===== config.mk =====
export PLATFORM = sky130hd
export DESIGN_NAME = column_adder_arbiter
export DESIGN_NICKNAME = d
export VERILOG_FILES = /design/src/rtl/coproc_arb_pkg.sv /design/src/rtl/rr_picker.sv /design/src/rtl/column_adder_arbiter.sv
export SDC_FILE = /design/constraint.sdc
export NUM_CORES = 1
export LEC_CHECK = 0
export ABC_AREA = 0
export BUFFER_PORTS_ARGS = -buffer_cell sky130_fd_sc_hd__buf_2
export CAP_MARGIN = 20
export CORE_AREA = 3 3 278 280
export CTS_BUF_LIST = sky130_fd_sc_hd__clkbuf_2 sky130_fd_sc_hd__clkbuf_4 sky130_fd_sc_hd__clkbuf_8
export CTS_CLUSTER_DIAMETER = 80
export DETAILED_ROUTE_END_ITERATION = 10
export DIE_AREA = 0 0 281 283
export PLACE_DENSITY = 0.46
export SLEW_MARGIN = 30
export SYNTH_ARGS = -nofsm -noshare
export SYNTH_HDL_FRONTEND = slang
export SYNTH_SLANG_ARGS = --single-unit

===== constraint.sdc =====
create_clock -name in_clk -period 2.95 [get_ports in_clk]
set_input_delay 0.1475 -clock in_clk [delete_from_list [all_inputs] [get_ports in_clk]]
set_output_delay 0.1475 -clock in_clk [all_outputs]
set_load 0.02 [all_outputs]

===== src/rtl/coproc_arb_pkg.sv =====
// rtl/coproc_arb_pkg.sv - shared types and constants for the column adder arbiter
// Purpose: FSM state encoding and the cell value returned when the adder hangs.
// Ports:   none (package).
// Config:  ARB_TIMEOUT_EN is consumed by column_adder_arbiter, not here.
package coproc_arb_pkg;

   typedef enum logic [2:0] {
      ST_IDLE    = 3'd0,
      ST_ISSUE   = 3'd1,
      ST_WAIT    = 3'd2,
      ST_DELIVER = 3'd3,
      ST_RELEASE = 3'd4
   } arb_state_t;

   // IEEE-754 single quiet NaN, handed back when the watchdog fires.
   localparam logic [31:0] QNAN_CELL = 32'h7FC0_0000;

endpackage


===== src/rtl/rr_picker.sv =====
// rtl/rr_picker.sv - combinational rotate-priority encoder
// Purpose: picks the first asserted request scanning ptr, ptr+1, ... wrapping at NUM_REQ.
// Ports:
//   req   in  NUM_REQ  request vector
//   ptr   in  PTR_W    index that gets highest priority
//   grant out NUM_REQ  one-hot winner (all zero when no request)
//   idx   out PTR_W    index of the winner
//   any   out 1        at least one request is set
module rr_picker
   import coproc_arb_pkg::*;
#(
   parameter int NUM_REQ = 4,
   parameter int PTR_W   = (NUM_REQ > 1) ? $clog2(NUM_REQ) : 1
) (
   input  logic [NUM_REQ-1:0] req,
   input  logic [PTR_W-1:0]   ptr,
   output logic [NUM_REQ-1:0] grant,
   output logic [PTR_W-1:0]   idx,
   output logic               any
);

   int w_j;

   always_comb begin
      grant = '0;
      idx   = '0;
      any   = 1'b0;
      w_j   = 0;
      for (int k = 0; k < NUM_REQ; k++) begin
         // Rotated position, wrapped manually so non-power-of-two NUM_REQ works.
         w_j = int'(ptr) + k;
         if (w_j >= NUM_REQ) begin
            w_j = w_j - NUM_REQ;
         end
         if (!any && req[w_j]) begin
            any        = 1'b1;
            grant[w_j] = 1'b1;
            idx        = PTR_W'(w_j);
         end
      end
   end

endmodule


===== src/rtl/column_adder_arbiter.sv =====
// rtl/column_adder_arbiter.sv - round-robin arbiter sharing one column_adder between requesters
// Purpose: latches the winning requester's column, drives the adder ready/ack handshake and
//          returns the reduced cell only to the winner.
// Config:  ARB_TIMEOUT_EN enables a WAIT-state watchdog (TIMEOUT cycles) that returns a qNaN
//          and sets sticky err_timeout; without it err_timeout is tied 0.
// Ports:
//   in_clk        in   1              clock
//   in_reset      in   1              synchronous active-low reset
//   req_valid     in   NUM_REQ        requester i has a column pending
//   req_col       in   NUM_REQ*WIDTH  packed columns, requester i at [i*WIDTH +: WIDTH]
//   rsp_ack       in   NUM_REQ        requester i consumed rsp_cell
//   grant         out  NUM_REQ        one-hot owner for the whole transaction
//   rsp_ready     out  NUM_REQ        result valid for the granted requester
//   rsp_cell      out  CELL_WIDTH     result cell
//   ca_col        out  WIDTH          latched column to the adder
//   ca_ready      out  1              one-cycle start pulse to the adder
//   ca_ack        out  1              one-cycle result acknowledge to the adder
//   ca_out_ready  in   1              adder result valid
//   ca_cell       in   CELL_WIDTH     adder result
//   err_timeout   out  1              sticky watchdog flag
module column_adder_arbiter
   import coproc_arb_pkg::*;
#(
   parameter int NUM_REQ    = 4,
   parameter int SIZE       = 4,
   parameter int CELL_WIDTH = 32,
   parameter int WIDTH      = CELL_WIDTH * SIZE,
   parameter int TIMEOUT    = 256
) (
   input  logic                     in_clk,
   input  logic                     in_reset,
   input  logic [NUM_REQ-1:0]       req_valid,
   input  logic [NUM_REQ*WIDTH-1:0] req_col,
   input  logic [NUM_REQ-1:0]       rsp_ack,
   output logic [NUM_REQ-1:0]       grant,
   output logic [NUM_REQ-1:0]       rsp_ready,
   output logic [CELL_WIDTH-1:0]    rsp_cell,
   output logic [WIDTH-1:0]         ca_col,
   output logic                     ca_ready,
   output logic                     ca_ack,
   input  logic                     ca_out_ready,
   input  logic [CELL_WIDTH-1:0]    ca_cell,
   output logic                     err_timeout
);

   localparam int PTR_W = (NUM_REQ > 1) ? $clog2(NUM_REQ) : 1;

   arb_state_t            r_state;
   logic [PTR_W-1:0]      r_ptr;
   logic [PTR_W-1:0]      r_gidx;
   logic [NUM_REQ-1:0]    r_grant;
   logic [NUM_REQ-1:0]    r_rsp_ready;
   logic [CELL_WIDTH-1:0] r_rsp_cell;
   logic [WIDTH-1:0]      r_ca_col;
   logic                  r_ca_ready;
   logic                  r_ca_ack;

   logic [NUM_REQ-1:0]    w_pick_grant;
   logic [PTR_W-1:0]      w_pick_idx;
   logic                  w_pick_any;
   logic [PTR_W-1:0]      w_next_ptr;

`ifdef ARB_TIMEOUT_EN
   localparam int WDOG_W = $clog2(TIMEOUT + 1);
   logic [WDOG_W-1:0]     r_wdog;
   logic                  r_err;
`else
   logic                  w_unused_timeout;
   assign w_unused_timeout = (TIMEOUT > 0);
`endif

   rr_picker #(
      .NUM_REQ (NUM_REQ),
      .PTR_W   (PTR_W)
   ) u_rr_picker (
      .req   (req_valid),
      .ptr   (r_ptr),
      .grant (w_pick_grant),
      .idx   (w_pick_idx),
      .any   (w_pick_any)
   );

   // The requester just served drops to lowest priority next round.
   assign w_next_ptr = (r_gidx == PTR_W'(NUM_REQ - 1)) ? '0 : r_gidx + PTR_W'(1);

   always_ff @(posedge in_clk) begin
      if (!in_reset) begin
         r_state     <= ST_IDLE;
         r_ptr       <= '0;
         r_gidx      <= '0;
         r_grant     <= '0;
         r_rsp_ready <= '0;
         r_rsp_cell  <= '0;
         r_ca_col    <= '0;
         r_ca_ready  <= 1'b0;
         r_ca_ack    <= 1'b0;
`ifdef ARB_TIMEOUT_EN
         r_wdog      <= '0;
         r_err       <= 1'b0;
`endif
      end else begin
         case (r_state)
            ST_IDLE: begin
               r_ca_ready <= 1'b0;
               if (w_pick_any) begin
                  // Column is captured here so later req_col changes cannot reach the adder.
                  r_ca_col   <= req_col[int'(w_pick_idx)*WIDTH +: WIDTH];
                  r_grant    <= w_pick_grant;
                  r_gidx     <= w_pick_idx;
                  r_ca_ready <= 1'b1;
                  r_state    <= ST_ISSUE;
               end
            end
            ST_ISSUE: begin
               r_ca_ready <= 1'b0;
`ifdef ARB_TIMEOUT_EN
               r_wdog     <= '0;
`endif
               r_state    <= ST_WAIT;
            end
            ST_WAIT: begin
               if (ca_out_ready) begin
                  r_rsp_cell  <= ca_cell;
                  r_rsp_ready <= r_grant;
                  r_state     <= ST_DELIVER;
               end
`ifdef ARB_TIMEOUT_EN
               // This is the TIMEOUT-th WAIT cycle with no result: give up with a qNaN.
               else if (r_wdog == WDOG_W'(TIMEOUT - 1)) begin
                  r_rsp_cell  <= CELL_WIDTH'(QNAN_CELL);
                  r_rsp_ready <= r_grant;
                  r_err       <= 1'b1;
                  r_state     <= ST_DELIVER;
               end else begin
                  r_wdog <= r_wdog + WDOG_W'(1);
               end
`endif
            end
            ST_DELIVER: begin
               if (rsp_ack[r_gidx]) begin
                  r_rsp_ready <= '0;
                  r_ca_ack    <= 1'b1;
                  r_state     <= ST_RELEASE;
               end
            end
            ST_RELEASE: begin
               r_ca_ack <= 1'b0;
               // Waiting for out_ready to fall keeps a stale done from satisfying the next WAIT.
               if (!ca_out_ready) begin
                  r_grant <= '0;
                  r_ptr   <= w_next_ptr;
                  r_state <= ST_IDLE;
               end
            end
            default: begin
               r_state <= ST_IDLE;
            end
         endcase
      end
   end

   assign grant     = r_grant;
   assign rsp_ready = r_rsp_ready;
   assign rsp_cell  = r_rsp_cell;
   assign ca_col    = r_ca_col;
   assign ca_ready  = r_ca_ready;
   assign ca_ack    = r_ca_ack;
`ifdef ARB_TIMEOUT_EN
   assign err_timeout = r_err;
`else
   assign err_timeout = 1'b0;
`endif

endmodule


==> metrics <==
Synth Flop Type dfxtp_1; area share of the largest cell type after synthesis 29.8%; sequential area share after synthesis 29.8%; Hold Path Sink ca_col[35]; Area contributors post-synth dfxtp_1 30%, mux2i_1 11%, a211o_1 6.0%, o221ai_1 6.0%, a21oi_1 5.7%; Routed WL 72,000 um; Hold Vio Cnt, Final 0; min-delay src req_col[163]; post-route minimum period 2870 ps; Vias/cell 4.74; clock root buffer clkbuf_8; Crit. End Element register; number of synthesized register bits 177; Slew @ Worst Pin 961 ps; Critical Path AT 3320 ps; GP Congestion 0.882; Worst Setup Start Kind register; Reg2Reg Setup Slack 80 ps; Crit. Startpoint r_ptr[1]; syn_nets 1,977; Async SR Flop Fraction 0%; Chip Height 283 um; final non-filler cell area 22,800 um^2; Post-synth EDFFs 0; global-route wire length before repair 107,000 um; DIE AREA 79,500 um^2; Avg Inst Size Synth 8.38 um^2; Cell variety after synth 53; CP Class reg -> reg; die width 281 um; Hold Path Stages 3; DRC violations left 0; reg2reg path depth 10; final setup TNS 0 ps; cell row count 100; I/O Pins 726; type of the tightest min-delay check in -> reg; Final #Nets 3,184; Routed Antenna Nets 0; IO Port Bufs 724; Area after DPL 17,000 um^2; clock skew 29.9 ps; Final setup viols 0; maxcap violations 0; drt wl/cell 19.9 um; Total Power 9.05 mW; core area 74,700 um^2; CTS tree built; Post-Syn Area 11,900 um^2; vias in the first global route 18,028; layout cells sized above 1 34.8%; initial antenna violation count 8; Critical Path RT 3400 ps; P&R area growth vs syn 92.2%; Skew-Pair Late Insertion Delay 580 ps; leakage 10.3 nW; final worst path period share 97.3%; Ys Warns 0; Reg-to-Reg Start r_ptr[1]; DP HPWL 49,100 um; clock-pin slew of the registers on the worst-case setup and hold paths 140 ps; Slew headroom 35.9%; run status completed; Iter 0 DRT Violations 1,133; Synth Instances 1,417; Power Density 396 nW/um^2; largest net degree at the start of global routing 94; unrepaired setup endpoints after global routing true; Slew Viols, Final 0; GR Util All Layers 17.4%; Max Freq 0.348 GHz; Starting Density 15.9%; Yosys top cell by area dfxtp_1; clk sinks 177; Clock Tree Buf Depth 2; DRT Pass-1 Iters 6; total CTS buffers 17; routed vias 17,130; global route overflow 0; FF-to-FF End ca_col[13]; CTS H-tree depth 4; worst-path maximum fanout 31; peak supply drop 0.235 mV
[per-layer routing]
metal	track usage, %	vias up	wire length (um)	share of wire (%)
li1	-	7885	-	-
met1	19.8	8075	27900	39
met2	29.9	902	35100	49
met3	4.13	262	5210	7.2
met4	9.78	6	3790	5.3
met5	0	-	34	0.047
[area by class of cell]
| class | count | area, um^2 |
|---|---|---|
| flip-flops and latches | 177 | 3550 |
| inverters | 5 | 18.8 |
| fillers | 7713 | 51900 |
| diodes | 7 | 17.5 |
| clock buffers | 17 | 234 |
| clock inverters | 15 | 218 |
| repair buffers | 1344 | 9910 |
| multi-input cells | 1079 | 7670 |
| well taps | 969 | 1210 |
[power breakdown]
part           switching (mW)  internal [mW]  total, mW  leakage, nW
clock                    1.35          0.685       2.03        0.220
sequential              0.258           2.78       3.04         1.46
combinational            2.21           1.77       3.98         8.63
[critical path, stage by stage (launching register included)]
cell,delay [ps]
dfxtp_1,370
inv_1,80
ha_1,310
mux4_2,550
o21ba_4,280
nor3_4,50
a21oi_4,190
buf_12,300
buf_4,230
mux2i_1,220
o221ai_1,160
[synthesized netlist by cell type, types with 4 or more instances]
library cell and number:
mux2i_1 132, o21ai_0 60, buf_2 25, clkbuf_1 96
o221ai_1 82, nand2_1 169, mux2_2 20, a221oi_1 17
nor3_1 4, a22oi_1 50, a31oi_1 5, a221oi_2 29
mux2_1 27, dfxtp_1 177, a221o_1 4, inv_1 4
nor2b_1 11, a211o_1 82, ha_1 5, a21oi_1 136
buf_4 30, a21boi_0 35, nand2b_1 4, nor2_1 91
o22ai_1 82
[registers in the layout, summed over array words and instances, names as in the netlist]
signal     count
ca_ready       1
r_gidx         2
ca_col       128
ca_ack         1
r_ptr          2
r_state        3
rsp_ready      4
grant          4
rsp_cell      32
[cells by family (layout without fill, tap and decap cells)]
kind of cell,Yosys count,in the layout,synth area share [%]
flip-flops,177,177,29.8
AND/OR/NAND/NOR,299,299,10.5
AO/OA/AOI/OAI,590,590,36.2
XOR/XNOR,1,1,0.0737
buffers and inverters,161,1381,6.49
other,1,8,0.0316
multiplexers,183,183,16.3
adder cells (fa/ha/maj),5,5,0.527
[worst max path at each step]
stage / endpoint / slack [ps] / cells after the start
after detailed placement: ca_col[35] / 130 / 9
after global placement: ca_col[35] / 150 / 9
after CTS: ca_col[23] / 110 / 10
after global routing: ca_col[23] / -10 / 10
after floorplan: ca_col[112] / 20 / 13
final: ca_col[13] / 80 / 10
[per-stage QoR]
| step | instances | worst slack, ps | hold WS, ps | utilization [%] |
|---|---|---|---|---|
| after floorplan | 1417 | 17.3 | 292 | - |
| after global placement | 3040 | 149 | 404 | 22.8 |
| after detailed placement | 3040 | 133 | 406 | 22.8 |
| after CTS | 3606 | 114 | 0.858 | 30.5 |
| after global routing | 3610 | -10.4 | 41.2 | 30.6 |
| final | 3613 | 79.1 | 78.6 | 30.6 |
[what timing repair did]
| action | 4_1_cts | 5_1_grt |
|---|---|---|
| hold buffers | 534 | 0 |
| endpoints found under the hold margin | 164 | 0 |
| setup endpoints to repair | 0 | 6 |
| buffers inserted | 0 | 0 |
| gates resized for setup | 0 | 4 |
[cell usage in the layout (no fill, tap or decap), types with 17 or more instances in the layout]
cell type	n
mux2_1	27
buf_2	724
mux2_2	20
o22ai_1	82
o21ai_0	60
nand2_1	166
o221ai_1	82
buf_4	62
mux2i_1	128
dlygate4sd3_1	534
a221oi_1	17
dfxtp_1	176
nor2_1	90
a221oi_2	29
clkbuf_8	17
a21oi_1	136
a22oi_1	50
a211o_1	82
buf_12	24
a21boi_0	35
No activity file was read; power rests on OpenSTA's default activity.
